$ cat src/rtl/vend_pkg.sv
// Shared definitions for the stock ledger.
//   state_e    : ledger FSM state encoding
//   StockMax   : ceiling for per-aisle stock and sold counts
//   SumMax     : ceiling for the saturating sales total
//   is_onehot  : true when exactly one aisle select bit is set
package vend_pkg;

    typedef enum logic [2:0] {
        StIdle,
        StCheck,
        StVend,
        StReject,
        StRefill
    } state_e;

    localparam logic [7:0] StockMax = 8'd99;
    localparam logic [7:0] SumMax   = 8'd255;

    function automatic logic is_onehot(input logic [3:0] v);
        return (v != 4'd0) && ((v & (v - 4'd1)) == 4'd0);
    endfunction

endpackage

$ cat src/rtl/sat_inc.sv
// Saturating 8-bit adder.
//   a, inc : operands
//   sum    : a + inc, clamped to Limit when SatEn is set, otherwise modulo 256
module sat_inc #(
    parameter logic [7:0] Limit = 8'd255,
    parameter bit         SatEn = 1'b1
) (
    input  logic [7:0] a,
    input  logic [7:0] inc,
    output logic [7:0] sum
);

    logic [8:0] full;

    always_comb begin
        full = {1'b0, a} + {1'b0, inc};
        if (SatEn && (full > {1'b0, Limit})) begin
            sum = Limit;
        end else begin
            sum = full[7:0];
        end
    end

endmodule

$ cat src/rtl/stock_ledger.sv
// Four-aisle vending stock ledger.
//   clk, rst (async, active-low)
//   sel         : one-hot aisle select (bit0 = aisle 1)
//   buy         : purchase request pulse, accepted only when idle
//   refill_mode : replenishment mode level
//   add         : in refill mode, add one unit to the selected aisle
//   s1..s4      : stock per aisle       sl1..sl4 : units sold per aisle
//   price_sum   : cumulative sales total
//   flag        : selected aisle full while refilling
//   vend_ok/vend_err : purchase result pulses     busy : FSM not idle
// Build option: define SALES_SAT_EN to saturate price_sum at 255 instead of wrapping.
module stock_ledger
    import vend_pkg::*;
#(
    parameter logic [7:0] PRICE1     = 8'd3,
    parameter logic [7:0] PRICE2     = 8'd5,
    parameter logic [7:0] PRICE3     = 8'd7,
    parameter logic [7:0] PRICE4     = 8'd9,
    parameter logic [7:0] INIT_STOCK = 8'd10
) (
    input  logic       clk,
    input  logic       rst,
    input  logic [3:0] sel,
    input  logic       buy,
    input  logic       refill_mode,
    input  logic       add,
    output logic [7:0] s1,
    output logic [7:0] s2,
    output logic [7:0] s3,
    output logic [7:0] s4,
    output logic [7:0] sl1,
    output logic [7:0] sl2,
    output logic [7:0] sl3,
    output logic [7:0] sl4,
    output logic [7:0] price_sum,
    output logic       flag,
    output logic       vend_ok,
    output logic       vend_err,
    output logic       busy
);

`ifdef SALES_SAT_EN
    localparam bit SumSat = 1'b1;
`else
    localparam bit SumSat = 1'b0;
`endif

    state_e          state_q, state_d;
    logic [3:0]      sel_q, sel_d;
    logic [3:0][7:0] stock_q, stock_d;
    logic [3:0][7:0] sold_q, sold_d;
    logic [7:0]      sum_q, sum_d;
    logic            flag_q, flag_d;
    logic            ok_q, ok_d;
    logic            err_q, err_d;

    logic [3:0][7:0] stock_inc, sold_inc;
    logic [7:0]      sum_add, price_sel, stock_latched, stock_live;

    for (genvar i = 0; i < 4; i++) begin : g_aisle
        sat_inc #(.Limit(StockMax), .SatEn(1'b1)) u_stock_inc (
            .a   (stock_q[i]),
            .inc (8'd1),
            .sum (stock_inc[i])
        );
        sat_inc #(.Limit(StockMax), .SatEn(1'b1)) u_sold_inc (
            .a   (sold_q[i]),
            .inc (8'd1),
            .sum (sold_inc[i])
        );
    end

    sat_inc #(.Limit(SumMax), .SatEn(SumSat)) u_sum_add (
        .a   (sum_q),
        .inc (price_sel),
        .sum (sum_add)
    );

    always_comb begin
        price_sel = 8'd0;
        unique case (sel_q)
            4'b0001: price_sel = PRICE1;
            4'b0010: price_sel = PRICE2;
            4'b0100: price_sel = PRICE3;
            4'b1000: price_sel = PRICE4;
            default: price_sel = 8'd0;
        endcase
    end

    // OR-select is exact for one-hot selects; non-one-hot cases are rejected separately.
    always_comb begin
        stock_latched = 8'd0;
        stock_live    = 8'd0;
        for (int i = 0; i < 4; i++) begin
            if (sel_q[i]) stock_latched = stock_latched | stock_q[i];
            if (sel[i])   stock_live    = stock_live | stock_q[i];
        end
    end

    always_comb begin
        state_d = state_q;
        sel_d   = sel_q;
        stock_d = stock_q;
        sold_d  = sold_q;
        sum_d   = sum_q;
        flag_d  = 1'b0;
        ok_d    = 1'b0;
        err_d   = 1'b0;
        case (state_q)
            StIdle: begin
                if (refill_mode) begin
                    state_d = StRefill;
                end else if (buy) begin
                    state_d = StCheck;
                    sel_d   = sel;
                end
            end
            StCheck: begin
                if (!is_onehot(sel_q) || (stock_latched == 8'd0)) begin
                    state_d = StReject;
                end else begin
                    state_d = StVend;
                end
            end
            StVend: begin
                for (int i = 0; i < 4; i++) begin
                    if (sel_q[i]) begin
                        stock_d[i] = stock_q[i] - 8'd1;
                        sold_d[i]  = sold_inc[i];
                    end
                end
                sum_d   = sum_add;
                ok_d    = 1'b1;
                state_d = StIdle;
            end
            StReject: begin
                err_d   = 1'b1;
                state_d = StIdle;
            end
            StRefill: begin
                if (!refill_mode) begin
                    state_d = StIdle;
                end else begin
                    if (add && is_onehot(sel)) begin
                        for (int i = 0; i < 4; i++) begin
                            if (sel[i]) stock_d[i] = stock_inc[i];
                        end
                    end
                    flag_d = is_onehot(sel) && (stock_live == StockMax);
                end
            end
            default: state_d = StIdle;
        endcase
    end

    always_ff @(posedge clk or negedge rst) begin
        if (!rst) begin
            state_q <= StIdle;
            sel_q   <= 4'd0;
            stock_q <= {4{INIT_STOCK}};
            sold_q  <= '0;
            sum_q   <= 8'd0;
            flag_q  <= 1'b0;
            ok_q    <= 1'b0;
            err_q   <= 1'b0;
        end else begin
            state_q <= state_d;
            sel_q   <= sel_d;
            stock_q <= stock_d;
            sold_q  <= sold_d;
            sum_q   <= sum_d;
            flag_q  <= flag_d;
            ok_q    <= ok_d;
            err_q   <= err_d;
        end
    end

    assign s1        = stock_q[0];
    assign s2        = stock_q[1];
    assign s3        = stock_q[2];
    assign s4        = stock_q[3];
    assign sl1       = sold_q[0];
    assign sl2       = sold_q[1];
    assign sl3       = sold_q[2];
    assign sl4       = sold_q[3];
    assign price_sum = sum_q;
    assign flag      = flag_q;
    assign vend_ok   = ok_q;
    assign vend_err  = err_q;
    assign busy      = (state_q != StIdle);

endmodule

$ cat config.mk
export PLATFORM = sky130hd
export DESIGN_NAME = stock_ledger
export DESIGN_NICKNAME = d
export VERILOG_FILES = /design/src/rtl/vend_pkg.sv /design/src/rtl/sat_inc.sv /design/src/rtl/stock_ledger.sv
export SDC_FILE = /design/constraint.sdc
export NUM_CORES = 1
export LEC_CHECK = 0
export CORE_MARGIN = 2
export CORE_UTILIZATION = 40
export CTS_CLUSTER_DIAMETER = 60
export DETAILED_ROUTE_END_ITERATION = 16
export GPL_ROUTABILITY_DRIVEN = 1
export SLEW_MARGIN = 20
export SYNTH_ARGS = -nofsm -noshare
export SYNTH_HDL_FRONTEND = slang
export SYNTH_SLANG_ARGS = --single-unit
$ cat constraint.sdc
create_clock -name clk -period 2.3 [get_ports clk]
set_input_delay 0.23 -clock clk [delete_from_list [all_inputs] [get_ports clk]]
set_output_delay 0.23 -clock clk [all_outputs]
set_load 0.01 [all_outputs]
Yosys cells after proc, flatten, opt, wreduce, memory -nomap -nowiden
Index checks and enable logic that the tools add are counted.
{ "classes": {"magnitude_cmp": 8, "n_reduce_logical": 24, "bitwise": 9, "n_mux": 37, "n_addsub": 15, "n_eq_ne": 21} }
{ "op_table": {"columns": ["op", "n"], "rows": [
  ["8-bit two-way mux", 24],
  ["8-bit by 1-bit adder with 9-bit output (second input constant)", 8],
  ["9-bit by 7-bit greater-than comparator with 1-bit output (second input constant)", 8],
  ["32-bit two-way mux", 2],
  ["32-bit case mux with 2 select lines", 1],
  ["8-bit OR", 6],
  ["8-bit by 1-bit subtractor with 8-bit output (second input constant)", 4],
  ["2-bit inequality test (second input constant)", 11],
  ["5-bit AND reduction", 4],
  ["4-bit case mux with 4 select lines", 1],
  ["2-bit AND reduction", 5],
  ["3-bit two-way mux", 3],
  ["3-bit case mux with 3 select lines", 1],
  ["8-bit by 4-bit adder with 8-bit output", 1],
  ["4-bit AND", 2],
  ["8-bit by 7-bit equality test with 1-bit output (second input constant)", 1],
  ["4-bit zero test", 2],
  ["8-bit zero test", 1],
  ["4-bit nonzero test", 2],
  ["4-bit by 1-bit subtractor with 4-bit output (second input constant)", 2],
  ["3-bit by 2-bit equality test with 1-bit output (second input constant)", 2],
  ["1-bit two-way mux", 5],
  ["4-bit by 1-bit equality test with 1-bit output (second input constant)", 1],
  ["4-bit by 2-bit equality test with 1-bit output (second input constant)", 1],
  ["other kinds (13)", 16]
]} }
{ "word_totals": {"in_bits": 9, "regBits": 82, "elab_cells": 128, "out_inout_bits": 76} }

Logic depth before layout (Yosys ltp)
Gate-level depths: netlist of the first run.
{ "logic_depth": {"depth_word": 11, "mapped_depth": 12, "depth_no_buf": 11} }

Cells and area by module
Synthesis of the first run repeated with hierarchy kept, for this count alone.
{ "hier_totals": {"cells_unflattened": 906, "hier_area_um2": 8328.0} }
{ "by_module_without_submodules": {"columns": ["mod", "area_per_inst_um2", "cells_per_inst", "instances", "seq_area_each_um2"], "rows": [
  ["stock_ledger", 4300.4, 400, 1, 2062.0],
  ["sat_inc (g_aisle[0].u_sold_inc ...)", 462.9, 58, 7, 0.0],
  ["sat_inc (g_aisle[0].u_stock_inc)", 455.4, 58, 1, 0.0],
  ["sat_inc (u_sum_add)", 331.6, 42, 1, 0.0]
]} }

Worst setup path before layout of the first run
No wires, ideal clock.
{ "synth_path": {"kind": "reg-to-reg", "start": "register stock_q, in the netlist s3[1]", "end": "register stock_q, in the netlist s3[2]", "path_buffers": 1, "arrival_time_ns": 2.389, "synth_period_minus_slack_ns": 2.510, "required_time_ns": 2.179, "path_slack_ns": -0.210, "setup_ns": 0.121, "stages_incl_launch_ff": 9, "cell_sequence": "dfstp_2 ha_1 clkbuf_1 nand2_1 o31ai_1 a22oi_1 o311a_1 a211o_1 a22o_1"} }
{ "synth_via": {"elab_chain_len": 7, "elab_cells_between_ends": 9, "classes_between": "add/sub (2); order compare (1); mux (6)"} }
{ "synth_rtl": {"columns": ["item", "line_no", "source"], "rows": [
  ["start, declared", "stock_ledger.sv:50", "logic [3:0][7:0] stock_q, stock_d;"],
  ["start signal, assigned", "stock_ledger.sv:160", "stock_q <= {4{INIT_STOCK}};"],
  ["start signal, assigned", "stock_ledger.sv:169", "stock_q <= stock_d;"],
  ["8-bit by 1-bit adder with 9-bit output", "sat_inc.sv:16", "full = {1'b0, a} + {1'b0, inc};"],
  ["9-bit by 7-bit greater-than comparator with 1-bit output", "sat_inc.sv:17", "if (SatEn && (full > {1'b0, Limit})) begin"],
  ["8-bit two-way mux", "sat_inc.sv:17", null],
  ["8-bit two-way mux", "stock_ledger.sv:146", "if (sel[i]) stock_d[i] = stock_inc[i];"],
  ["32-bit two-way mux", "stock_ledger.sv:144", "if (add && is_onehot(sel)) begin"],
  ["32-bit two-way mux", "stock_ledger.sv:141", "if (!refill_mode) begin"],
  ["32-bit case mux with 2 select lines (*)", "stock_ledger.sv:109", "case (state_q)"]
]} }
Every way passes the cells marked *; elsewhere a longest branch is shown, timed or not. The select of a mux whose other input is x is not followed.
A chain may end at the register's enable or synchronous reset.

Final worst setup path of the first run
Same ends and word-level chain as after synthesis.

==> key figures, run 1 <==
Critical path
  • Flop-to-flop setup slack: between 0.02 and 0.025 ns
  • Crit. End Element: flop
  • CP arrival: around 2.5 ns
  • Req. time, crit path: ~2.5 ns
  • Startpoint types: flop
  • Critical path class: reg -> reg
  • Crit path max fanout: 6

Logic synthesis
  • Cell taking the most area after synthesis: dfrtp_1
  • Synth Instances: between 700 and 800
  • FFs w/ async S/R, synth: 1.00
  • Synth Flop Type: dfrtp_1
  • Yosys reg bits: 82
  • Syn avg cell area: about 8 sq um
  • Sequential-to-total area share from yosys stat: 0.326
  • Synth area leaders: dfrtp_1 (29%), ha_1 (4.8%), nor2_1 (4.3%), a21oi_1 (4.1%), o21ai_0 (3.7%)
  • Synth warnings: 0
  • Count of different cell masters after synthesis: 83
  • Area share of the largest cell type after synthesis: 0.293
  • Post-Synthesis Cell Area: roughly 6300 sq um
  • EDFF count, synth: 0
  • Synthesized Nets: between 800 and 900

Cells and area
  • Fillers: about 1,500
  • Most frequent cells in the layout: buf_4 (94), clkdlybuf4s50_1 (83), nor2_1 (72)
  • Reg area: approximately 2100 sq um
  • Area Growth Syn to Fin: 32.8%
  • Design area: about 8400 sq um
  • Antenna diodes: 0
  • Share of cells above drive strength 1: 0.192
  • Commonest non-fill, non-tap cell in the layout: buf_4
  • Area of the multi-input gates: 4070 sq um
  • Nets: 940

Placed design
  • Gp weighted congestion: 0.932
  • Final HPWL DP: between 10 and 15 mm
  • DP Area: 7890 sq um
  • PortBufs: 84

Pwr
  • Tot Pwr: ~9000 uW
  • Clk pwr share: 0.163
  • VDD IR-drop max: between 500 and 600 uV
  • Register share of total power: 0.274
  • Comb power frac: 0.564
  • Leakage: 0.00352 uW
  • NetSw: just under 4000 uW
  • PwrDens: around 1100 nW/um^2
  • Internal power component: around 5300 uW
  • Sw frac: 0.429

Die
  • # IOs: between 80 and 90
  • Die area: between 15,000 and 20,000 sq um
  • Core area: between 15,000 and 20,000 sq um
  • Die Y: 130 microns
  • Die Width: ~130 microns
  • Rows: 45
  • Initial Util: 0.413

Timing
  • Tcrit/Tclk final: 0.991
  • Final hold slack: between 0.4 and 0.5 ns
  • Pins Over Slew Limit: 0
  • Setup tns final: 0 ns
  • Worst Max-Slew Pin Slew: roughly 0.57 ns
  • Slew HR: 0.617
  • Worst Skew: 0.00474 ns
  • F_max: 439 MHz
  • # setup viols final: 0
  • Minimum clock period after layout: approximately 2.3 ns
  • Final Hold Viols: 0

Route
  • WL final: ~18 mm
  • Via/cell ratio: ~5.7
  • WL/cell: 16.5 microns
  • Via Count: approximately 6,500
  • Drt first pass iters: 5
  • Initial DRC Count: around 460
  • Post-route ant nets: 0
  • Remaining DRCs: 0

Global route
  • Initial antenna violation count: 0
  • Tot GR Track Use: 0.221
  • Vias in the first global route: 6,084
  • Largest net degree at the start of global routing: 47
  • First-pass GRT wire length: just under 30 mm
  • Total grt overflow: 0

Clock tree
  • Clock transition at path regs: ~0.070 ns
  • Worst-Skew Late Latency: ~0.35 ns
  • CTS tree: done
  • Root Driver: clkbuf_16
  • Clock sink total: 82
  • H-tree depth: 3
  • CTS buffer count: 9
  • CTS max path bufs: 2

Outcome
  • Status: completed

Min path
  • Tightest Hold Check Type: in -> async

Job
  • Max-cap viol count: 0
[critical path, cell delays in order, from the launching register on]
cell and delay [ns]:
dfstp_2 0.61, ha_4 0.16, nand2_2 0.08, o31ai_4 0.26
a22oi_2 0.13, o311a_4 0.42, a211o_1 0.28, a22o_1 0.24
[per-layer routing]
metal  vias to the layer above  routed length [microns]  track usage
li1                       3120                        -            -
met1                      3095                     8450        0.294
met2                       205                     8720        0.361
met3                        30                      967       0.0421
met4                         0                      350       0.0759
met5                         -                        0            0
[cells by family after synthesis]
family	after synthesis	share of synthesized area
AO/OA/AOI/OAI	234	0.251
buffers and inverters	81	0.0535
flip-flops	82	0.326
adder cells (fa/ha/maj)	26	0.0523
AND/OR/NAND/NOR	304	0.252
XOR/XNOR	26	0.0360
multiplexers	17	0.0291
[path summary, 6_finish.rpt]
kind | endpoint | cells past startpoint | from
worst min register to register | price_sum[7] | 1 | price_sum[7]
worst max register to register | s3[2] | 7 | s3[1]
max in group asynchronous | sl4[2] | 3 | rst
worst min-delay path | sl3[6] | 2 | rst
worst max-delay path | s3[2] | 7 | s3[1]
min in group clk | price_sum[7] | 1 | price_sum[7]
[power by group through the flow]
stage | clock, uW | sequential (uW) | combinational [uW]
floorplan | 0 | 2480 | 2860
global placement | 0 | 2490 | 4830
detailed placement | 0 | 2520 | 4920
CTS | 1540 | 2490 | 4960
global route | 1600 | 2600 | 5740
finish | 1500 | 2530 | 5210
[layout make-up]
cell class	count	area share
Clock buffer	10	0.0285
Timing Repair Buffer	180	0.189
Clock inverter	6	0.00776
Tap cell	211	0.0315
Sequential cell	82	0.246
Multi-Input combinational cell	607	0.485
Inverter	26	0.0116
[per-stage QoR]
stage	std cells	worst slack, ns	util
after floorplan	770	-0.0104	-
after global placement	1100	0.00951	0.515
after detailed placement	1100	-0.0523	0.515
after CTS	1117	0.00641	0.536
after global routing	1122	-0.0510	0.548
final	1122	0.0213	0.548
[flip-flops by register name (all words and copies together), names as in the netlist, 3 cells and up]
| name | flops |
|---|---|
| s2 | 8 |
| sl3 | 8 |
| sl4 | 8 |
| s4 | 8 |
| sl1 | 8 |
| sel_q | 4 |
| sl2 | 8 |
| price_sum | 8 |
| state_q | 3 |
| s3 | 8 |
| s1 | 8 |
[synth_stat cells, types with 14 or more instances]
| cell type | instances |
|---|---|
| nor3_1 | 23 |
| ha_1 | 24 |
| dfrtp_1 | 74 |
| o21ai_0 | 47 |
| nor2_1 | 72 |
| nand2_1 | 62 |
| or3_1 | 14 |
| clkbuf_1 | 39 |
| a21oi_1 | 52 |
| and2_1 | 18 |
| a31oi_1 | 15 |
| xor2_1 | 18 |
| and3_1 | 15 |
| inv_1 | 25 |
| nand3_1 | 30 |
[repair_timing]
action,in CTS,in global routing
resized for setup,1,32
endpoints found under the hold margin,28,0
pin swaps,0,6
buffers inserted,0,5
hold buffers,1,0
endpoints found under the setup margin,2,16
Power figures use the tool's default switching activity.
==> inputs of run 2 (changes only) <==
- MAX_ROUTING_LAYER: default -> met4
- clock period: 2.3 -> 2.1 ns (I/O delays scaled with it)
==> run 2 against run 1 <==
Against the previous run:
- routed wire length rose by 1.7%
- final cell count is 4.8% higher
- hold slack got worse by 0.033 ns
- critical endpoint is now s3[4]
- maximum frequency is 3.2% higher
- the run now ends with setup timing left
==> key figures, run 2 (same netlist as run 1, synthesis figures left out) <==
Route
  • WL/cell: 16.0 microns (-2.9%)
  • Post-route ant nets: 0 (unchanged)
  • Via Count: 6,631 (+2.8%)
  • WL final: 18.8 mm (+1.7%)
  • Remaining DRCs: 0 (unchanged)
  • Via/cell ratio: 5.64 (-1.9%)
  • Drt first pass iters: 5 (unchanged)
  • Initial DRC Count: 450 (-1.7%)

Critical path
  • Critical path class: reg -> reg
  • Req. time, crit path: 2.34 ns (-0.20 ns)
  • CP arrival: 2.45 ns (-0.07 ns)
  • Crit. End Element: flop
  • Startpoint types: flop
  • Crit path max fanout: 6 (unchanged)

Placed design
  • Dpl ws: -0.150 ns (-0.0976 ns)
  • Final HPWL DP: 13.8 mm (+3.6%)
  • DP Area: 8350 sq um (+5.8%)
  • Gp weighted congestion: 0.933 (+0.19%)
  • PortBufs: 84 (unchanged)

Timing
  • Slew HR: 0.662 (+0.0449)
  • F_max: 453 MHz (+3.2%)
  • Minimum clock period after layout: 2.21 ns (-0.0716 ns)
  • # setup viols final: 5 (+5)
  • Worst Max-Slew Pin Slew: 0.507 ns (-0.0656 ns)
  • Final Hold Viols: 0 (unchanged)
  • Worst Skew: 0.0101 ns (+0.00538 ns)
  • Tcrit/Tclk final: 1.05 (+0.0602)
  • Setup ws final: -0.107 ns (-0.128 ns)
  • RSZ-0062 raised after global routing: true
  • Pins Over Slew Limit: 0 (unchanged)

Clock tree
  • Clock sink total: 82 (unchanged)
  • H-tree depth: 3 (unchanged)
  • Root Driver: clkbuf_16
  • CTS buffer count: 9 (unchanged)
  • CTS tree: done
  • CTS max path bufs: 2 (unchanged)
  • Worst-Skew Late Latency: 0.35 ns (about the same)
  • Clock transition at path regs: 0.06 ns (about the same)

Outcome
  • Status: finished with violations
  • Failing checks: setup timing

Die
  • # IOs: 85 (unchanged)
  • Die Width: 130 microns (unchanged)
  • Die area: 16,800 sq um (unchanged)
  • Initial Util: 0.413 (unchanged)
  • Rows: 45 (unchanged)
  • Core area: 15,300 sq um (unchanged)
  • Die Y: 130 microns (unchanged)

Cells and area
  • Commonest non-fill, non-tap cell in the layout: buf_4
  • Area Growth Syn to Fin: 43.4%
  • Nets: 994 (+5.7%)
  • Fillers: 1,380 (-5.4%)
  • Most frequent cells in the layout: buf_4 (144), clkdlybuf4s50_1 (82), nor2_1 (71)
  • Share of cells above drive strength 1: 0.292 (+0.100)
  • Design area: 9060 sq um (+8.1%)
  • Antenna diodes: 0 (unchanged)

Global route
  • Largest net degree at the start of global routing: 49 (+4.3%)
  • Tot GR Track Use: 0.234 (+0.0130)
  • Vias in the first global route: 6,521 (+7.2%)
  • First-pass GRT wire length: 31.0 mm (+3.9%)
  • Total grt overflow: 0 (unchanged)
  • Initial antenna violation count: 0 (unchanged)

Min path
  • Tightest Hold Check Type: in -> async

Pwr
  • VDD IR-drop max: 675 uV (+16%)
  • PwrDens: 1210 nW/um^2 (+9.4%)
  • Leakage: 0.00381 uW (+8.2%)

Job
  • Max-cap viol count: 0 (unchanged)
==> run 2: cell types whose count changed in the layout (fill, tap and decap cells not counted), sizes merged <==
cell,delta
clkinv,+2
inv,-1
bufinv,-1
buf,+54
clkdlybuf4s50,-1
dlymetal6s2s,+1
==> run 2: power by group <==
part           total (uW)  switching [uW]  internal [uW]  leakage [uW]
clock network        1500             697            804      0.000132
logic                6720            3290           3430       0.00266
registers            2710             651           2060       0.00102
total               10900            4640           6300       0.00381
==> run 2: layer usage <==
metal / part of all wire / vias up / wire, microns / global-route usage
met1: 0.45 / 3203 / 8460 / 0.293
met4: 0.022 / 0 / 406 / 0.0791
met2: 0.49 / 178 / 9250 / 0.383
met5: 0 / - / 0 / -
met3: 0.037 / 39 / 696 / 0.0413
li1: - / 3211 / - / -
==> run 2: final timing paths <==
kind	from	to	slack [ns]	cells after the start
worst min-delay path	rst	sl3[4]	0.37	2
min in group clk	price_sum[7]	price_sum[7]	0.48	1
worst max-delay path	s3[1]	s3[4]	-0.11	7
worst max register to register	s3[1]	s3[4]	-0.11	7
max in group asynchronous	rst	s2[3]	1.03	3
worst min register to register	price_sum[7]	price_sum[7]	0.48	1
==> run 2: final cells by class <==
class / instances / area (sq um) / share of cell area
multi-input combinational: 607 / 4340 / 0.479
sequential: 82 / 2070 / 0.228
clock buffer: 10 / 229 / 0.0253
inverter: 26 / 97.6 / 0.0108
tap: 211 / 264 / 0.0291
clock inverter: 6 / 43.8 / 0.00483
timing repair buffer: 234 / 2020 / 0.223
==> run 2: what timing repair did <==
| item | in CTS | in global routing |
|---|---|---|
| hold buffers | 1 | 0 |
| gates resized for setup | 22 | 67 |
| buffers inserted | 4 | 6 |
| setup endpoints to repair | 15 | 48 |
| endpoints found under the hold margin | 29 | 0 |
| pin swaps | 9 | 19 |
| cloned | 0 | 0 |
==> run 2: critical path, cell delays in order, from the launching register on <==
cell,delay (ns)
dfstp_2,0.60
inv_2,0.06
ha_4,0.27
nor3b_4,0.19
nor3_1,0.08
o311a_4,0.41
a211o_1,0.26
a22o_1,0.22
==> run 2: stage by stage <==
stage | std cells | util | setup TNS, ns | power [uW] | hold WS [ns]
after CTS | 1170 | 0.571 | -0.285 | 10500 | 0.393
after detailed placement | 1149 | 0.545 | -0.639 | 8730 | 0.217
after global placement | 1149 | 0.545 | -0.175 | 8570 | 0.210
after global routing | 1176 | 0.592 | -1.38 | 11700 | 0.413
after floorplan | 770 | - | -0.505 | 6010 | -0.0856
final | 1176 | 0.592 | -0.383 | 10900 | 0.372
==> inputs of run 3 (changes only) <==
- clock period: 2.1 -> 2.7 ns (I/O delays scaled with it)
==> run 3 against run 2 <==
Against the previous run:
- clock power shrank 12%
- register-to-register slack better by 0.32 ns
- non-clock buffer count is 120 lower
- count of clock-buffer cells in the layout rose by 2
- sequential share of layout area increased by 3.8 points
- clock skew down 0.0046 ns
- sequential power down 15%
- the run now ends clean
==> key figures, run 3 (same netlist as run 1, synthesis figures left out) <==
Route
  • Remaining DRCs: 0 (unchanged)
  • Post-route ant nets: 0 (unchanged)
  • WL/cell: 16.7 microns (+4.4%)
  • Drt first pass iters: 5 (unchanged)
  • Via/cell ratio: 5.77 (+2.3%)
  • Via Count: 6,091 (-8.1%)
  • WL final: 17.6 mm (-6.2%)
  • Initial DRC Count: 398 (-12%)

Placed design
  • PortBufs: 84 (unchanged)
  • Gp weighted congestion: 0.889 (-4.8%)
  • Final HPWL DP: 12.6 mm (-8.9%)

Cells and area
  • Area Growth Syn to Fin: 22.5%
  • Most frequent cells in the layout: clkdlybuf4s50_1 (83), dfrtp_1 (74), nor2_1 (72)
  • Commonest non-fill, non-tap cell in the layout: clkdlybuf4s50_1
  • Antenna diodes: 0 (unchanged)
  • Share of cells above drive strength 1: 0.0923 (-0.200)
  • Nets: 874 (-12%)

Clock tree
  • CTS tree: done
  • Worst-Skew Late Latency: 0.34 ns (about the same)
  • CTS max path bufs: 2 (unchanged)
  • Clock sink total: 82 (unchanged)
  • CTS buffer count: 9 (unchanged)
  • H-tree depth: 3 (unchanged)
  • Post-CTS Setup Bufs: 0 (-4)
  • Root Driver: clkbuf_16
  • Clock transition at path regs: 0.06 ns (about the same)

Die
  • Die Width: 130 microns (unchanged)
  • Initial Util: 0.413 (unchanged)
  • # IOs: 85 (unchanged)
  • Rows: 45 (unchanged)
  • Die Y: 130 microns (unchanged)
  • Core area: 15,300 sq um (unchanged)
  • Die area: 16,800 sq um (unchanged)

Global route
  • First-pass GRT wire length: 28.7 mm (-7.3%)
  • Tot GR Track Use: 0.219 (-0.0152)
  • Largest net degree at the start of global routing: 54 (+10%)
  • Vias in the first global route: 5,597 (-14%)
  • Total grt overflow: 0 (unchanged)
  • Initial antenna violation count: 0 (unchanged)

Outcome
  • Status: completed

Timing
  • Worst Max-Slew Pin Slew: 0.755 ns (+0.248 ns)
  • Slew HR: 0.491 (-0.171)
  • Final Hold Viols: 0 (unchanged)
  • Worst Skew: 0.00547 ns (-0.00465 ns)
  • Pins Over Slew Limit: 0 (unchanged)
  • Setup tns final: 0 ns (+0.383 ns)
  • Tcrit/Tclk final: 0.921 (-0.130)
  • RSZ-0062 raised after global routing: false
  • # setup viols final: 0 (-5)
  • Minimum clock period after layout: 2.49 ns (+0.279 ns)
  • F_max: 402 MHz (-11%)

Pwr
  • VDD IR-drop max: 470 uV (-30%)
  • PwrDens: 941 nW/um^2 (-22%)
  • Tot Pwr: 7290 uW (-33%)
  • Leakage: 0.00317 uW (-17%)

Min path
  • Tightest Hold Check Type: in -> async

Critical path
  • Worst-path cell chain: and3_1 -> nand3_1 -> o311ai_1 -> a21oi_1 -> a211o_1 -> a22o_1
  • Req. time, crit path: 2.93 ns (+0.59 ns)
  • Critical path class: reg -> reg
  • CP max stage delay: 0.64 ns (+0.04 ns)
  • CP max-delay cell: dfstp_2
  • Crit. End Element: flop
  • Worst r2r src: s2[3]
  • Crit path max fanout: 11 (+5)
  • Startpoint types: flop
  • CP arrival: 2.71 ns (+0.26 ns)
  • CP Launch Point: s2[3]

Job
  • Max-cap viol count: 0 (unchanged)
==> run 3: cell types whose count changed in the layout (fill, tap and decap cells not counted), moves of 6 or more <==
cell and change:
ha_1 +12, ha_4 -8, buf_4 -115, o21ai_0 +8, or3_4 -6, a21oi_1 +8
dfrtp_1 +7, dfrtp_2 -7, a21oi_2 -8, or3_1 +6
==> run 3: timing repair <==
item	in CTS	in global routing
resized for setup	0	0
hold endpoints to repair	24	0
hold buffers	1	0
==> run 3: path summary, 6_finish.rpt <==
kind,cells past startpoint,slack [ns],endpoint
hold / removal,2,0.42,sl3[4]
hold reg to reg,1,0.48,price_sum[7]
max in group asynchronous,3,1.58,s4[3]
min in group clk,1,0.48,price_sum[7]
setup / recovery,6,0.21,s2[2]
setup reg to reg,6,0.21,s2[2]
==> run 3: worst max-delay path: cells and delay by family, from the launching register on <==
| kind | cells | cell delay (ns) |
|---|---|---|
| AO/OA/AOI/OAI | 4 | 1.40 |
| AND/OR/NAND/NOR | 2 | 0.33 |
| flip-flops | 1 | 0.64 |
==> run 3: area by class of cell <==
cell class	instances	area [sq um]
clock buffers	12	236
clock inverters	4	76.3
fillers	1447	7570
inverters	26	97.6
multi-input cells	607	3930
flip-flops and latches	82	2060
well taps	211	264
repair buffers	114	1080
==> run 3: metal layers <==
| metal | GRT usage | vias to the layer above | part of all wire | wire, microns |
|---|---|---|---|---|
| li1 | - | 2982 | - | - |
| met1 | 0.303 | 2959 | 0.49 | 8730 |
| met2 | 0.332 | 136 | 0.46 | 8110 |
| met3 | 0.0285 | 14 | 0.033 | 576 |
| met4 | 0.0715 | 0 | 0.013 | 225 |
| met5 | - | - | 0 | 0 |
==> run 3: where the power goes <==
group / total, uW / switching, uW / internal [uW] / leakage (uW)
Sequential: 2310 / 721 / 1590 / 0.00102
Combinational: 3650 / 1950 / 1700 / 0.00200
Clock: 1320 / 508 / 814 / 0.000147
Total: 7290 / 3180 / 4110 / 0.00317
==> run 3: stage by stage <==
step | worst slack (ns) | utilization | cells | area [sq um] | hold WS, ns
2_1_floorplan | 0.190 | - | 770 | 6320 | -0.0256
3_3_place_gp | 0.303 | 0.484 | 1039 | 7420 | 0.251
3_5_place_dp | 0.240 | 0.484 | 1039 | 7420 | 0.256
4_1_cts | 0.231 | 0.505 | 1056 | 7740 | 0.429
5_1_grt | 0.0297 | 0.505 | 1056 | 7740 | 0.452
6_report | 0.214 | 0.505 | 1056 | 7740 | 0.417
==> RTL change 1 (config.mk and constraints of run 3) <==
Remove the register `ok_q`: a continuous assignment takes its place, so the output `vend_ok` follows one clock earlier.
--- a/src/rtl/stock_ledger.sv
+++ b/src/rtl/stock_ledger.sv
@@ -161,7 +161,6 @@
             sold_q  <= '0;
             sum_q   <= 8'd0;
             flag_q  <= 1'b0;
-            ok_q    <= 1'b0;
             err_q   <= 1'b0;
         end else begin
             state_q <= state_d;
@@ -170,10 +169,11 @@
             sold_q  <= sold_d;
             sum_q   <= sum_d;
             flag_q  <= flag_d;
-            ok_q    <= ok_d;
             err_q   <= err_d;
         end
     end
+
+    assign ok_q = ok_d;
 
     assign s1        = stock_q[0];
     assign s2        = stock_q[1];
Check against the original RTL: not equivalent (Yosys sat finds a counterexample within 4 cycles, from zero or initial values and one cycle with rst low).
==> RTL change 1 against run 3 <==
The run now ends with hold timing left. Worst setup slack worse by 0.021 ns. Synthesized area down 0.40%. Clock power shrank 7%. Wire length shrank 0.79%. Total power down 1.5%. Sequential cell count is 1 lower. Design area down 0.73%. Largest power group unchanged. Highest routed layer unchanged.
==> RTL change 1: results (changes against run 3) <==
Outcome
  – Outcome: finished with violations
  – Failing checks: hold timing

Worst setup path
  – Reg2reg path depth: 7 (+1)
  – Reg2reg start: s4[1]
  – Worst Path Arrival: 2.74 ns (+0.03 ns)
  – Worst setup path end: s4[4]
  – Reg2Reg Setup Slack: 0.19 ns (-0.02 ns)

Clocking
  – H-tree depth: 3 (unchanged)
  – Clk_lat worst skew: 0.35 ns
  – Worst-case clock buffer depth: 2 (unchanged)

Global routing
  – Largest net degree at the start of global routing: 82 (+52%)
  – First-pass GRT wire length: 29.15 mm (+1.6%)
  – GRT Overall Usage: 0.2220 (+0.003246)

Power and ir drop
  – Internal power: 0.003999 W (-2.7%)
  – Pleak: 3.145 nW (-0.93%)

Timing
  – Rel. slew slack: 0.4714 (-0.01943)
  – Final Hold Vio Count: 37 (+37)
  – Clock Skews: 0.007371 ns (+0.001898 ns)
  – Hold WS: -0.03874 ns (-0.4560 ns)

Logic synthesis
  – Top cells by area, synth: dfrtp_1 (29%), ha_1 (4.8%), nor2_1 (4.3%)
  – Mux contribution to synthesized area: 0.02922 (+0.0001157)
  – Synth top cells by count: dfrtp_1 (73), nor2_1 (72), nand2_1 (62)
  – Post-synthesis compound-gate area fraction: 0.2521 (+0.0009984)
  – Synth Area in Adders: 0.05249 (+0.0002079)
  – Xor/xnor share of the synthesized area: 0.03618 (+0.0001433)
  – Syn nets: 803 (-0.12%)
  – Sequential share of the synthesized area: 0.3237 (-0.002679)

Placement
  – Cell Area, Placed: 0.007387 sq mm (-0.40%)
  – Hpwl dp: 12.44 mm (-1.3%)
  – Gp weighted congestion: 0.8925 (+0.45%)

Cells and area
  – Nets: 873 (-0.11%)
  – Share of cells above drive strength 1: 0.09597 (+0.003664)

Drt
  – DRT iter0 DRCs: 456 (+15%)
  – Via count: 6208 (+1.9%)
  – WL final: 17.50 mm (-0.79%)
## RTL change 1: worst max-delay path: stages (launching register included)
cell and delay (ns):
dfstp_2 0.66, inv_1 0.07, ha_1 0.30, nor3b_1 0.31
nor3_1 0.10, o311a_1 0.43, a211o_1 0.29, a22o_1 0.22
## RTL change 1: layout make-up
class	count	area, sq um	share of cell area
Clock buffer	11	232.7	0.03029
Inverter	26	97.59	0.01270
Clock inverter	5	58.81	0.007653
Sequential cell	81	2038	0.2653
Multi-Input combinational cell	607	3925	0.5108
Tap cell	211	264.0	0.03436
Timing Repair Buffer	114	1067	0.1389
## RTL change 1: logic make-up after synthesis
family / count (synthesis)
mux: 17
compound gates: 234
simple gates: 304
xor+xnor: 26
fa+ha+maj: 26
flops: 81
buf+inv: 81
## RTL change 1: routing by layer
layer,up-vias,global-route usage,wire length [um]
li1,2980,-,-
met1,3013,0.2845,7932
met2,188,0.3557,8328
met3,27,0.03592,840
met4,0,0.08096,396
met5,-,-,0
## RTL change 1: power by group through the flow
stage	clock [W]	sequential (W)	combinational (W)
finish	0.00123	0.00232	0.00363
global route	0.00132	0.00241	0.00404
CTS	0.00127	0.00230	0.00362
detailed placement	0	0.00232	0.00359
global placement	0	0.00230	0.00352
floorplan	0	0.00209	0.00242
## RTL change 1: per-stage QoR
stage	setup slack [ns]	hold WS (ns)	cells	utilization	total power, W
global placement	0.3194	0.4608	1039	0.4824	0.005825
floorplan	0.1900	-0.02559	769	-	0.004512
finish	0.1930	-0.03874	1055	0.5017	0.007180
detailed placement	0.2140	0.4697	1039	0.4824	0.005910
global route	0.01218	0.05164	1055	0.5017	0.007760
CTS	0.1980	0.1669	1055	0.5014	0.007189
## RTL change 1: worst min-delay path by stage
stage | endpoint | slack (ns) | depth (start not counted)
floorplan | flag | -0.03 | 0
global placement | price_sum[7] | 0.46 | 1
detailed placement | price_sum[7] | 0.47 | 1
CTS | sl3[3] | 0.17 | 1
global route | sl3[3] | 0.05 | 1
finish | sl3[3] | -0.04 | 1
## RTL change 1: what timing repair did
action                     in CTS  in global routing
gates resized for setup         0                  1
setup buffers                   0                  0
hold buffers                    0                  0
setup endpoints to repair       0                  1
==> RTL change 2 (flow settings as in run 3) <==
Made on the original files. `SatEn` is set to 1'b1 in 3 places; all go to 1'b0.
--- a/src/rtl/sat_inc.sv
+++ b/src/rtl/sat_inc.sv
@@ -3,7 +3,7 @@
 //   sum    : a + inc, clamped to Limit when SatEn is set, otherwise modulo 256
 module sat_inc #(
     parameter logic [7:0] Limit = 8'd255,
-    parameter bit         SatEn = 1'b1
+    parameter bit         SatEn = 1'b0
 ) (
     input  logic [7:0] a,
     input  logic [7:0] inc,
--- a/src/rtl/stock_ledger.sv
+++ b/src/rtl/stock_ledger.sv
@@ -58,12 +58,12 @@
     logic [7:0]      sum_add, price_sel, stock_latched, stock_live;
 
     for (genvar i = 0; i < 4; i++) begin : g_aisle
-        sat_inc #(.Limit(StockMax), .SatEn(1'b1)) u_stock_inc (
+        sat_inc #(.Limit(StockMax), .SatEn(1'b0)) u_stock_inc (
             .a   (stock_q[i]),
             .inc (8'd1),
             .sum (stock_inc[i])
         );
-        sat_inc #(.Limit(StockMax), .SatEn(1'b1)) u_sold_inc (
+        sat_inc #(.Limit(StockMax), .SatEn(1'b0)) u_sold_inc (
             .a   (sold_q[i]),
             .inc (8'd1),
             .sum (sold_inc[i])
Behaviour: no difference found for any inputs over 4 cycles, from zero or initial values and one cycle with rst low; that may be too few to reach the edited logic, so the function may still have changed.
==> RTL change 2 against run 3 <==
The flow now finishes with violations (DRC, hold timing). Hold slack worse by 0.45 ns. First-iteration DRC count down 49%. Die area down 24%. Sequential cell count unchanged. Highest routed layer unchanged. Critical endpoint is now s4[7]. Sequential share of layout area up 6.9 points. Synthesized area down 25%. Largest cell class unchanged. Total power up 7.9%. Clock skew down 0.0022 ns. Design area down 20%. Wire length down 38%. Worst setup slack worse by 0.053 ns.
==> RTL change 2: results (changes against run 3) <==
Outcome
  – Outcome: finished with violations
  – Failing checks: DRC, hold timing

Worst setup path
  – Critical Path Fanout Max: 7 (-4)
  – Reg2reg path depth: 9 (+3)
  – Slowest cell on the critical path: dfrtp_1
  – Worst Path Arrival: 2.80 ns (+0.09 ns)
  – R2R Path End: s4[7]
  – Reg2reg start: state_q[1]
  – Max incr delay on CP: 0.39 ns (-0.25 ns)

Drt
  – DRT iter0 DRCs: 203 (-49%)
  – WL final: 10.88 mm (-38%)
  – Drc violations: 6 (+6)
  – First-pass DRT Iterations: 11 (+6)
  – Via count: 3798 (-38%)

Timing
  – Final Hold Vio Count: 68 (+68)
  – Hold WS: -0.03118 ns (-0.4484 ns)
  – Worst Max-Slew Pin Slew: 0.7287 ns (-0.02678 ns)
  – Clock Skews: 0.003296 ns (-0.002177 ns)

Logic synthesis
  – Syn nets: 504 (-37%)
  – Sequential share of the synthesized area: 0.4324 (+0.1061)
  – Top cells by area, synth: dfrtp_1 (39%), ha_1 (8.4%), xor2_1 (6.4%)
  – Netlist cell types: 55 (-34%)

Cells and area
  – Fill count: 1021 (-29%)
  – Nets: 598 (-32%)

Global routing
  – First-pass GRT wire length: 17.98 mm (-37%)

Placement
  – Gp weighted congestion: 0.8967 (+0.92%)
  – Pre-CTS setup slack: 0.1835 ns (-0.05689 ns)

Power and ir drop
  – Maximum vdd drop: 0.6333 mV (+35%)
  – Pleak: 2.767 nW (-13%)
## RTL change 2: cells by family (layout without fill, tap and decap cells)
group	Yosys count	after routing	share of synthesized area
AOI/OAI and AO/OA	114	114	0.1527
xor gates and xnor gates	65	65	0.1194
adders and majority gates	37	37	0.1050
buffers and inverters	25	124	0.02755
DFF	82	82	0.4324
muxes	12	12	0.02834
and+or+nand+nor	123	123	0.1346
## RTL change 2: through the flow
stage	instance area (sq um)	std cells	hold WS, ns
CTS	6141	700	0.1581
detailed placement	5806	684	0.4568
global route	6155	700	0.03559
finish	6155	700	-0.03118
floorplan	4768	458	-0.02559
global placement	5806	684	0.4581
## RTL change 2: layout make-up
type	instances	area (sq um)	area share
tap	143	178.9	0.02907
multi-input combinational	351	2585	0.4200
clock buffer	11	232.7	0.03781
sequential	82	2062	0.3350
timing repair buffer	99	954.7	0.1551
inverter	9	38.79	0.006302
clock inverter	5	102.6	0.01667
## RTL change 2: how the worst max path moves through the flow
stage / end / slack, ns
2_1_floorplan: s3[6] / 0.06
3_3_place_gp: s3[6] / 0.29
3_5_place_dp: s1[7] / 0.18
4_1_cts: s4[7] / 0.17
5_1_grt: s4[7] / 0.006
6_report: s4[7] / 0.16
## RTL change 2: power by group
group,switching [W],internal (W)
Sequential,0.000572,0.00165
Clock,0.000499,0.000903
Combinational,0.00208,0.00215
Total,0.00315,0.00471
## RTL change 2: timing repair
action | CTS | global route
buffers inserted | 0 | 0
endpoints found under the setup margin | 0 | 2
gates resized for setup | 0 | 3
## RTL change 2: routing by layer
metal  wire length, um  vias to the layer above  part of all wire  GRT usage
met4               130                        0             0.012    0.06016
met2              4948                      114              0.45     0.2663
li1                  -                     1852                 -          -
met1              5199                     1818              0.48     0.2487
met3               599                       14             0.055    0.03589
met5                 0                        -                 0          -
